$ cat src/rtl/datmem_arbiter.sv
// -----------------------------------------------------------------------------
// datmem_arbiter
//
// Arbitrates the byte-wide data memory between the CPU load/store path and the
// debug/loader port. A granted request becomes one 32-bit big-endian word
// transfer made of four byte beats (lowest address carries bits 31:24). The RAM
// is external: combinational read at o_mem_addr, written on the clock edge
// while o_mem_we is high.
//
// Configuration macro:
//   DATMEM_DBG_PRIORITY_EN  - when defined the debug port wins every
//                             simultaneous request; otherwise round-robin.
//
// Ports:
//   i_clk, i_reset                      clock, async active-high reset
//   i_cpu_req/we/addr/wdata             CPU request (held until o_cpu_ack)
//   o_cpu_rdata, o_cpu_ack              CPU read word and completion pulse
//   i_dbg_req/we/addr/wdata             debug request (held until o_dbg_ack)
//   o_dbg_rdata, o_dbg_ack              debug read word and completion pulse
//   o_mem_addr, o_mem_we, o_mem_wdata   byte RAM address / strobe / data
//   i_mem_rdata                         byte read from RAM at o_mem_addr
//   o_busy                              high while a transfer or ack is active
// -----------------------------------------------------------------------------
module datmem_arbiter #(
    parameter int ADDR_W = 5
) (
    input  logic              i_clk,
    input  logic              i_reset,
    input  logic              i_cpu_req,
    input  logic              i_cpu_we,
    input  logic [ADDR_W-1:0] i_cpu_addr,
    input  logic [31:0]       i_cpu_wdata,
    output logic [31:0]       o_cpu_rdata,
    output logic              o_cpu_ack,
    input  logic              i_dbg_req,
    input  logic              i_dbg_we,
    input  logic [ADDR_W-1:0] i_dbg_addr,
    input  logic [31:0]       i_dbg_wdata,
    output logic [31:0]       o_dbg_rdata,
    output logic              o_dbg_ack,
    output logic [ADDR_W-1:0] o_mem_addr,
    output logic              o_mem_we,
    output logic [7:0]        o_mem_wdata,
    input  logic [7:0]        i_mem_rdata,
    output logic              o_busy
);

    typedef enum logic [1:0] {
        S_IDLE,
        S_XFER,
        S_ACK
    } state_t;

    state_t            r_state;
    logic [1:0]        r_beat;
    logic              r_owner;       // 1 = debug port owns the transfer
    logic              r_last_grant;  // 1 = debug port was granted last
    logic              r_we;
    logic [ADDR_W-1:0] r_base;
    logic [23:0]       r_wsh;         // remaining write bytes, next one on top
    logic [23:0]       r_cap;         // read bytes captured so far
    logic [31:0]       r_cpu_rdata;
    logic [31:0]       r_dbg_rdata;
    logic              r_cpu_ack;
    logic              r_dbg_ack;
    logic [ADDR_W-1:0] r_mem_addr;
    logic              r_mem_we;
    logic [7:0]        r_mem_wdata;
    logic              r_busy;

    logic              w_grant_dbg;
    logic              w_sel_we;
    logic [ADDR_W-1:0] w_sel_addr;
    logic [31:0]       w_sel_wdata;
    logic [ADDR_W-1:0] w_base;
    logic [1:0]        w_next_beat;
    logic [31:0]       w_rd_word;

`ifdef DATMEM_DBG_PRIORITY_EN
    assign w_grant_dbg = i_dbg_req;
`else
    // Debug wins only when the CPU is idle or the CPU had the last grant.
    assign w_grant_dbg = i_dbg_req & (~i_cpu_req | ~r_last_grant);
`endif

    assign w_sel_we    = w_grant_dbg ? i_dbg_we    : i_cpu_we;
    assign w_sel_addr  = w_grant_dbg ? i_dbg_addr  : i_cpu_addr;
    assign w_sel_wdata = w_grant_dbg ? i_dbg_wdata : i_cpu_wdata;
    assign w_base      = w_sel_addr & {{(ADDR_W-2){1'b1}}, 2'b00};
    assign w_next_beat = r_beat + 2'd1;
    // Beat 3's byte is still on the bus at the final edge, so it is appended.
    assign w_rd_word   = {r_cap, i_mem_rdata};

    always_ff @(posedge i_clk or posedge i_reset) begin
        if (i_reset) begin
            r_state      <= S_IDLE;
            r_beat       <= '0;
            r_owner      <= 1'b0;
            r_last_grant <= 1'b1;
            r_we         <= 1'b0;
            r_base       <= '0;
            r_wsh        <= '0;
            r_cap        <= '0;
            r_cpu_rdata  <= '0;
            r_dbg_rdata  <= '0;
            r_cpu_ack    <= 1'b0;
            r_dbg_ack    <= 1'b0;
            r_mem_addr   <= '0;
            r_mem_we     <= 1'b0;
            r_mem_wdata  <= '0;
            r_busy       <= 1'b0;
        end else begin
            r_cpu_ack <= 1'b0;
            r_dbg_ack <= 1'b0;
            case (r_state)
                S_IDLE: begin
                    if (i_cpu_req | i_dbg_req) begin
                        r_state      <= S_XFER;
                        r_busy       <= 1'b1;
                        r_owner      <= w_grant_dbg;
                        r_last_grant <= w_grant_dbg;
                        r_we         <= w_sel_we;
                        r_base       <= w_base;
                        r_beat       <= '0;
                        // Beat 0 bus values are set up here so the memory
                        // outputs are registered and valid for the whole beat.
                        r_mem_addr   <= w_base;
                        r_mem_we     <= w_sel_we;
                        r_mem_wdata  <= w_sel_we ? w_sel_wdata[31:24] : '0;
                        r_wsh        <= w_sel_we ? w_sel_wdata[23:0]  : '0;
                    end
                end
                S_XFER: begin
                    r_cap <= {r_cap[15:0], i_mem_rdata};
                    if (r_beat == 2'd3) begin
                        r_state     <= S_ACK;
                        r_mem_addr  <= '0;
                        r_mem_we    <= 1'b0;
                        r_mem_wdata <= '0;
                        if (r_owner) begin
                            r_dbg_ack <= 1'b1;
                            if (!r_we) r_dbg_rdata <= w_rd_word;
                        end else begin
                            r_cpu_ack <= 1'b1;
                            if (!r_we) r_cpu_rdata <= w_rd_word;
                        end
                    end else begin
                        r_beat      <= w_next_beat;
                        r_mem_addr  <= r_base | {{(ADDR_W-2){1'b0}}, w_next_beat};
                        r_mem_wdata <= r_wsh[23:16];
                        r_wsh       <= {r_wsh[15:0], 8'h00};
                    end
                end
                S_ACK: begin
                    r_state <= S_IDLE;
                    r_busy  <= 1'b0;
                end
                default: begin
                    r_state <= S_IDLE;
                    r_busy  <= 1'b0;
                end
            endcase
        end
    end

    assign o_cpu_rdata = r_cpu_rdata;
    assign o_cpu_ack   = r_cpu_ack;
    assign o_dbg_rdata = r_dbg_rdata;
    assign o_dbg_ack   = r_dbg_ack;
    assign o_mem_addr  = r_mem_addr;
    assign o_mem_we    = r_mem_we;
    assign o_mem_wdata = r_mem_wdata;
    assign o_busy      = r_busy;

endmodule

$ cat config.mk
export PLATFORM = sky130hd
export DESIGN_NAME = datmem_arbiter
export DESIGN_NICKNAME = d
export VERILOG_FILES = /design/src/rtl/datmem_arbiter.sv
export SDC_FILE = /design/constraint.sdc
export NUM_CORES = 1
export LEC_CHECK = 0
export BUFFER_PORTS_ARGS = -buffer_cell sky130_fd_sc_hd__buf_4
export CAP_MARGIN = 0
export CORE_MARGIN = 2
export CORE_UTILIZATION = 45
export CTS_BUF_LIST = sky130_fd_sc_hd__clkbuf_16
export CTS_CLUSTER_SIZE = 8
export DETAILED_ROUTE_END_ITERATION = 8
export PLACE_DENSITY = 0.73
export SKIP_CTS_REPAIR_TIMING = 1
export SYNTH_ARGS = -nofsm -noshare
export SYNTH_HDL_FRONTEND = slang
export SYNTH_SLANG_ARGS = --single-unit
$ cat constraint.sdc
create_clock -name i_clk -period 4 [get_ports i_clk]
set_clock_uncertainty 0.2 [all_clocks]
set_input_delay 0 -clock i_clk [delete_from_list [all_inputs] [get_ports i_clk]]
set_output_delay 0 -clock i_clk [all_outputs]
set_load 0.01 [all_outputs]
== Word-level counts from Yosys, hierarchy flattened ==
Index checks and enable logic that the tools add are counted.

* Latch bits: 0
* Memory bits (writable): 0
* Bits in registers: 139
* Bits in read-only memories: 0
* Memories: 0
* Word-level logic and storage cells: 72

* Multiply operators: 0
* Multiplexer cells: 31
* $lt $le $gt $ge: 0
* $add $sub $neg: 1
* Reduce and logical (&&, ||, !) cells: 10
* Bitwise operators: 9
* Divide/modulo/power cells: 0
* Shifts and indexed selects: 0
* Equality and inequality tests: 5

{| class="wikitable"
|+ Operators with widths
! kind !! number
|-
| 24-bit two-way mux || 3
|-
| 24-bit one-hot mux with 2 select lines || 1
|-
| 32-bit two-way mux || 1
|-
| 8-bit two-way mux || 3
|-
| 8-bit one-hot mux with 2 select lines || 1
|-
| 5-bit two-way mux || 3
|-
| 1-bit two-way mux || 10
|-
| 5-bit one-hot mux with 2 select lines || 1
|-
| 2-bit two-way mux || 4
|-
| 2-bit one-hot mux with 2 select lines || 2
|-
| 2-bit AND reduction || 4
|-
| 4-bit AND reduction || 2
|-
| 2-bit != test, second input constant || 3
|-
| 3-bit AND reduction || 2
|-
| 1-bit NOT || 5
|-
| 5-bit by 2-bit OR with 5-bit output || 1
|-
| 1-bit one-hot mux with 2 select lines || 2
|-
| 2-bit by 1-bit adder with 2-bit output, second input constant || 1
|-
| 2-bit by 1-bit equality test with 1-bit output, second input constant || 1
|-
| 2-bit equality test, second input constant || 1
|-
| 2-bit zero test || 1
|-
| 1-bit OR || 2
|-
| 2-bit nonzero test || 1
|-
| 1-bit AND || 1
|}

== Longest topological paths before layout ==
Gate-level depths: netlist of the first run.

* Depth in word-level cells: 7
* Depth in mapped cells: 6

== Least setup slack after synthesis of the first run ==
No wires, ideal clock.

* Path type: register to register
* From: register r_beat[0]
* To: register r_dbg_rdata[0], in the netlist o_dbg_rdata[0]
* Path slack: 2.002 ns
* Arrival: 1.673 ns
* Path buffers: 2
* Library setup time: 0.125 ns
* Stages on the path, launching flop included: 7
* Clock period less this slack: 1.998 ns
* Path through: dfrtp_1 -> ha_1 -> nand3b_4 -> or3b_1 -> buf_2 -> buf_6 -> mux2_4

* Cells in the longest elaborated chain, start to end: 2

{| class="wikitable"
|+ Ends and longest elaborated chain
! element !! RTL line !! source
|-
| start: declaration || 55 || <nowiki>logic [1:0] r_beat;</nowiki>
|-
| start signal: assignment || 148 || <nowiki>r_beat <= w_next_beat;</nowiki>
|-
| 2-bit equality test || 135 || <nowiki>if (r_beat == 2'd3) begin</nowiki>
|-
| 4-bit AND reduction (no line) || -- ||
|-
| end signal: assignment || 142 || <nowiki>if (!r_we) r_dbg_rdata <= w_rd_word;</nowiki>
|-
| end: declaration || 63 || <nowiki>logic [31:0] r_dbg_rdata;</nowiki>
|}

No other way between the ends.
A chain may end at the register's enable or synchronous reset.

== Worst setup path in the final report of the first run ==
* From: register r_beat[0]
* To: register r_wsh[20]

* Cells in the longest elaborated chain, start to end: 3

{| class="wikitable"
|+ Ends and longest elaborated chain
! element !! RTL line !! source
|-
| 2-bit equality test || 135 ||
|-
| 2-bit != test (no line) || -- ||
|-
| 3-bit AND reduction (no line) || -- ||
|-
| end signal: assignment || 130 || <nowiki>r_wsh <= w_sel_we ? w_sel_wdata[23:0] : '0;</nowiki>
|-
| end signal: assignment || 151 || <nowiki>r_wsh <= {r_wsh[15:0], 8'h00};</nowiki>
|-
| end: declaration || 60 || <nowiki>logic [23:0] r_wsh;</nowiki>
|}

No other way between the ends.

==> impl_metrics.env, run 1 <==
export IMPL_synth_edf_count=0
export IMPL_cp_start_kind="register"
export IMPL_timing_setup_tns_ns=0
export IMPL_cp_data_arrival_time_ns=2.92
export IMPL_overflow=0
export IMPL_cts_root_buf="clkbuf_16"
export IMPL_drcViolationCount=0
export IMPL_clk_path_buf_depth=2
export IMPL_violations="negative hold slack"
export IMPL_synthesis_nets=604
export IMPL_synth_top_cell_area_share_pct=55.35
export IMPL_worstSkewPairLatency_ns=0.41
export IMPL_area_growth_pct=43.20
export IMPL_wl_um=15910
export IMPL_track_usage_pct=20.07
export IMPL_port_buffers=164
export IMPL_synthCells=515
export IMPL_numCtsBuffers=17
export IMPL_worstMarginPinSlew_ns=1.206
export IMPL_setup_violations_final=0
export IMPL_cts_htree_levels=4
export IMPL_final_max_slew_viol_count=0
export IMPL_dr_total_vias=4884
export IMPL_die_y_um=121.7
export IMPL_die_area_um2=14820
export IMPL_cp_end_kind="register"
export IMPL_grt_pass1_wl_um=23260
export IMPL_max_clock_freq_mhz=353.3
export IMPL_design_area_um2=8934
export IMPL_post_route_period_util_pct=70.76
export IMPL_required_ns=4.09
export IMPL_crit_type="reg2reg"
export IMPL_hpwl_um=9727
export IMPL_synthTopCellsByArea="dfrtp_1, nand2_1, mux2_4, mux2_2, mux2i_1"
export IMPL_relSlewSlack_pct=19.61
export IMPL_crit_chain="ha_1, a21oi_1, buf_4, nand2b_1, a221o_1"
export IMPL_power_leakage_uw=0.004649
export IMPL_syn_area_um2=6238
export IMPL_ant_nets=0
export IMPL_slowest_delay_ns=0.63
export IMPL_firstDrtPassIters=5
export IMPL_cp_top_family="compound AO/OA/AOI/OAI gates"
export IMPL_path_buf_inv=1
export IMPL_status="complete, but fails checks"
export IMPL_crit_fanout=30
export IMPL_fin_nets=836
export IMPL_clk_pin_slew_ns=0.05
export IMPL_synth_main_ff_cell="dfrtp_1"
export IMPL_p_per_area_nw_per_um2=702.0
export IMPL_synth_seq_area_share_pct=55.78
export IMPL_cts_tree="built"
export IMPL_hold_path_class="in2reg"
export IMPL_grt_max_degree=113
export IMPL_antenna_cells=0
export IMPL_num_rows=43
export IMPL_start_util_pct=45.47
export IMPL_yosys_warnings=0
export IMPL_die_w_um=121.7
export IMPL_syn_area_per_cell_um2=12.11
export IMPL_fin_crit_ns=2.830
export IMPL_yosys_register_bits=139
export IMPL_drt_iter0_drc=380
export IMPL_drive_gt1_share_pct=36.63
export IMPL_ios=169
export IMPL_cts_sinks=139
export IMPL_cap_violations=0
export IMPL_ir_worst_vdd_mv=0.4160
export IMPL_synth_area_leader_cell="dfrtp_1"
export IMPL_hold_worst_slack_ns=-0.01135
export IMPL_rsz0062_at_grt="no"
export IMPL_first_global_vias=4561
export IMPL_synthDistinctLibCells=35
export IMPL_hold_violations=1
export IMPL_cpMaxStageDelayCell="nand2b_1"
export IMPL_synth_common_cells="dfrtp_1, nand2_1, mux2_2"
export IMPL_core_um2=13720
export IMPL_wl_per_cell_um=16.95
export IMPL_final_util_pct=65.12
export IMPL_synth_most_common_cell="dfrtp_1"
export IMPL_antenna_found_initial=0
export IMPL_place_area_um2=7574
export IMPL_gp_congestion=0.7717
export IMPL_viasPerCell=5.201
export IMPL_synthArstFlopShare_pct=100.0
==> power breakdown <==
part	switching (µW)	internal, µW
Clock	558	892
Sequential	454	2010
Combinational	1070	1280
Total	2080	4190
==> worst register-to-register path: stages, from the launching register on <==
cell and delay (ns):
dfrtp_1 0.39, ha_1 0.42, a21oi_1 0.24, buf_4 0.23
nand2b_1 0.63, a221o_1 0.59
==> cell families after synthesis <==
kind of cell	count (synthesis)	synth area share, %
mux	104	19.90
simple gates	179	13.92
flops	139	55.78
fa+ha+maj	1	0.2005
compound gates	48	6.919
buf+inv	44	3.289
==> cell type report <==
cell class                 count  area, µm²
multi-input combinational    332       2565
clock buffer                  17      425.4
clock inverter                14      113.9
tap                          180      225.2
inverter                       4      20.02
sequential                   139       3480
fill                        1063       4786
timing repair buffer         253       2105
==> placed cells by master (no fill, tap or decap), types with 5 or more instances in the layout <==
master / n
a221o_1: 27
a22o_1: 9
and4_1: 17
buf_4: 171
clkbuf_16: 17
clkinv_2: 7
dfrtp_1: 138
dlygate4sd3_1: 82
inv_1: 5
mux2_2: 39
mux2_4: 30
mux2i_1: 34
nand2_1: 137
nor4bb_1: 6
==> state kept, by name (all words and copies together), names as in the netlist <==
register / cells
o_cpu_rdata: 32
o_dbg_rdata: 32
r_cap: 24
r_wsh: 24
o_mem_wdata: 8
o_mem_addr: 5
r_base: 3
r_beat: 2
r_state: 2
o_busy: 1
o_cpu_ack: 1
o_dbg_ack: 1
o_mem_we: 1
r_last_grant: 1
r_owner: 1
r_we: 1
==> worst paths after layout <==
path	depth (start not counted)	startpoint	to	slack (ns)
setup / recovery	5	r_beat[0]	r_wsh[20]	1.17
hold / removal	3	i_cpu_we	r_we	-0.01
setup reg to reg	5	r_beat[0]	r_wsh[20]	1.17
hold reg to reg	1	r_beat[1]	r_beat[1]	0.28
max in group asynchronous	4	i_reset	o_dbg_rdata[5]	2.46
min in group asynchronous	3	i_reset	o_dbg_rdata[17]	0.19
==> per-layer routing <==
metal | wire [µm] | track usage [%] | part of all wire (%) | up-vias
li1 | - | - | - | 2288
met1 | 6970 | 27.56 | 44 | 2432
met2 | 7920 | 31.32 | 50 | 137
met3 | 751 | 5.197 | 4.7 | 27
met4 | 271 | 6.322 | 1.7 | 0
met5 | 0 | 0 | 0 | -
==> metrics by stage <==
step | setup slack (ns) | std cells | hold slack [ns] | power, µW
after floorplan | 0.07714 | 515 | -0.09456 | 3754
after global placement | 1.353 | 826 | 0.01364 | 4639
after detailed placement | 1.278 | 826 | 0.01851 | 4740
after CTS | 1.233 | 857 | -0.4208 | 6208
after global routing | 1.058 | 939 | 0.03084 | 6642
final | 1.170 | 939 | -0.01135 | 6271
Note: power is estimated with default switching activity, not from simulation.
==> run 2: changes to the inputs <==
clock period = 2.27 ns   (was 4 ns; I/O delays follow)
==> run 2 against run 1 <==
Effect of this change:
- the run now ends clean
- largest power group is now combinational cells
- sequential share of layout area shrank 0.94 points
- highest routed layer unchanged
- count of clock-buffer cells in the layout stayed put
- total power is 83% higher
==> impl_metrics.env, run 2 (synthesis gave the netlist of run 1 again) <==
export IMPL_status="finished, final reports clean"
export IMPL_hold_violations=0
export IMPL_r2r_end="o_dbg_rdata[0]"
export IMPL_crit_chain="ha_1, nand3b_4, or3b_2, buf_12, mux2_4"
export IMPL_dr_total_vias=5017
export IMPL_mostFrequentLayoutCell="buf_4"
export IMPL_max_clock_freq_mhz=458.9
export IMPL_cp_data_arrival_time_ns=2.28
export IMPL_setup_violations_final=0
export IMPL_path_buf_inv=1
export IMPL_worstMarginPinSlew_ns=0.6909
export IMPL_cts_htree_levels=4
export IMPL_relSlewSlack_pct=53.84
export IMPL_final_max_slew_viol_count=0
export IMPL_hpwl_um=10180
export IMPL_fin_nets=843
export IMPL_port_buffers=164
export IMPL_viasPerCell=5.298
export IMPL_antenna_found_initial=0
export IMPL_core_um2=13720
export IMPL_p_per_area_nw_per_um2=1253
export IMPL_cts_sinks=139
export IMPL_worst_slack_ns=0.09091
export IMPL_firstDrtPassIters=5
export IMPL_start_util_pct=45.47
export IMPL_min_delay_start="i_cpu_we"
export IMPL_worstSkewPairLatency_ns=0.42
export IMPL_drt_iter0_drc=403
export IMPL_wl_um=16860
export IMPL_drive_gt1_share_pct=37.68
export IMPL_place_ws_ns=0.09877
export IMPL_track_usage_pct=21.28
export IMPL_first_global_vias=4785
export IMPL_num_rows=43
export IMPL_die_y_um=121.7
export IMPL_cpMaxStageDelayCell="or3b_2"
export IMPL_ff2ff_setup_slack_ns=0.09
export IMPL_rsz0062_at_grt="no"
export IMPL_antenna_cells=0
export IMPL_final_util_pct=66.73
export IMPL_ir_worst_vdd_mv=0.8968
export IMPL_design_area_um2=9155
export IMPL_cts_root_buf="clkbuf_16"
export IMPL_post_route_period_util_pct=95.99
export IMPL_grt_max_degree=41
export IMPL_hold_worst_slack_ns=0.01149
export IMPL_crit_fanout=32
export IMPL_wl_per_cell_um=17.80
export IMPL_die_w_um=121.7
export IMPL_cp_top_family="simple AND/OR/NAND/NOR gates"
export IMPL_cp_end_kind="register"
export IMPL_area_growth_pct=46.75
export IMPL_cts_tree="built"
export IMPL_overflow=0
export IMPL_gp_congestion=0.8127
export IMPL_fin_crit_ns=2.179
export IMPL_clk_path_buf_depth=2
export IMPL_grt_pass1_wl_um=24410
export IMPL_ios=169
export IMPL_startpoint="r_beat[0]"
export IMPL_cap_violations=0
export IMPL_numCtsBuffers=17
export IMPL_final_cell_mix="buf_4, dfrtp_1, nand2_1, dlygate4sd3_1, mux2_2"
export IMPL_r2r_cells=5
export IMPL_drcViolationCount=0
export IMPL_required_ns=2.37
export IMPL_clk_pin_slew_ns=0.06
export IMPL_holdPathEnd="r_wsh[0]"
export IMPL_whs_path_depth=4
export IMPL_worstReg2RegStart="r_beat[0]"
export IMPL_cp_start_kind="register"
export IMPL_die_area_um2=14820
export IMPL_power_leakage_uw=0.004684
export IMPL_ant_nets=0
export IMPL_crit_type="reg2reg"
export IMPL_timing_setup_tns_ns=0
export IMPL_hold_path_class="in2reg"
export IMPL_slowest_delay_ns=0.52
export IMPL_place_area_um2=7737
## run 2: cell types whose count changed in the layout (fill, tap and decap cells not counted), moves of 2 or more
cell / previous run / this run
bufinv_16: 2 / 4
inv_1: 5 / 3
clkinv_2: 7 / 4
clkinvlp_4: 0 / 3
buf_12: 0 / 8
## run 2: how the worst max path moves through the flow
stage	to	cells after the start
floorplan	o_dbg_rdata[0]	6
global placement	o_dbg_rdata[6]	5
detailed placement	o_dbg_rdata[9]	5
CTS	o_dbg_rdata[0]	5
global route	r_wsh[8]	6
finish	o_dbg_rdata[0]	5
## run 2: routing by layer
layer	share of wire [%]	GRT usage (%)	wire length, µm
met3	4.9	6.086	824
met4	3.0	7.040	499
met1	41	28.15	6952
met2	51	33.87	8582
met5	0	0	0
## run 2: layout make-up
type                    instances  area [µm²]
repair buffers                260        2255
fillers                      1003        4564
clock buffers                  17       425.4
clock inverters                15       178.9
inverters                       4       18.77
multi-input cells             332        2572
flip-flops and latches        139        3480
well taps                     180       225.2
## run 2: power breakdown
group	switching [µW]	internal, µW
Clock	1030	1810
Sequential	761	3550
Combinational	1980	2340
## run 2: worst register-to-register path: stages (launching register included)
cell and delay, ns:
dfrtp_1 0.37, ha_1 0.27, nand3b_4 0.13, or3b_2 0.53
buf_12 0.22, mux2_4 0.34
## run 2: metrics by stage
stage,total power [µW],std cells
3_5_place_dp,8498,834
5_1_grt,12140,947
6_report,11470,947
3_3_place_gp,8308,834
2_1_floorplan,6616,515
4_1_cts,11400,866
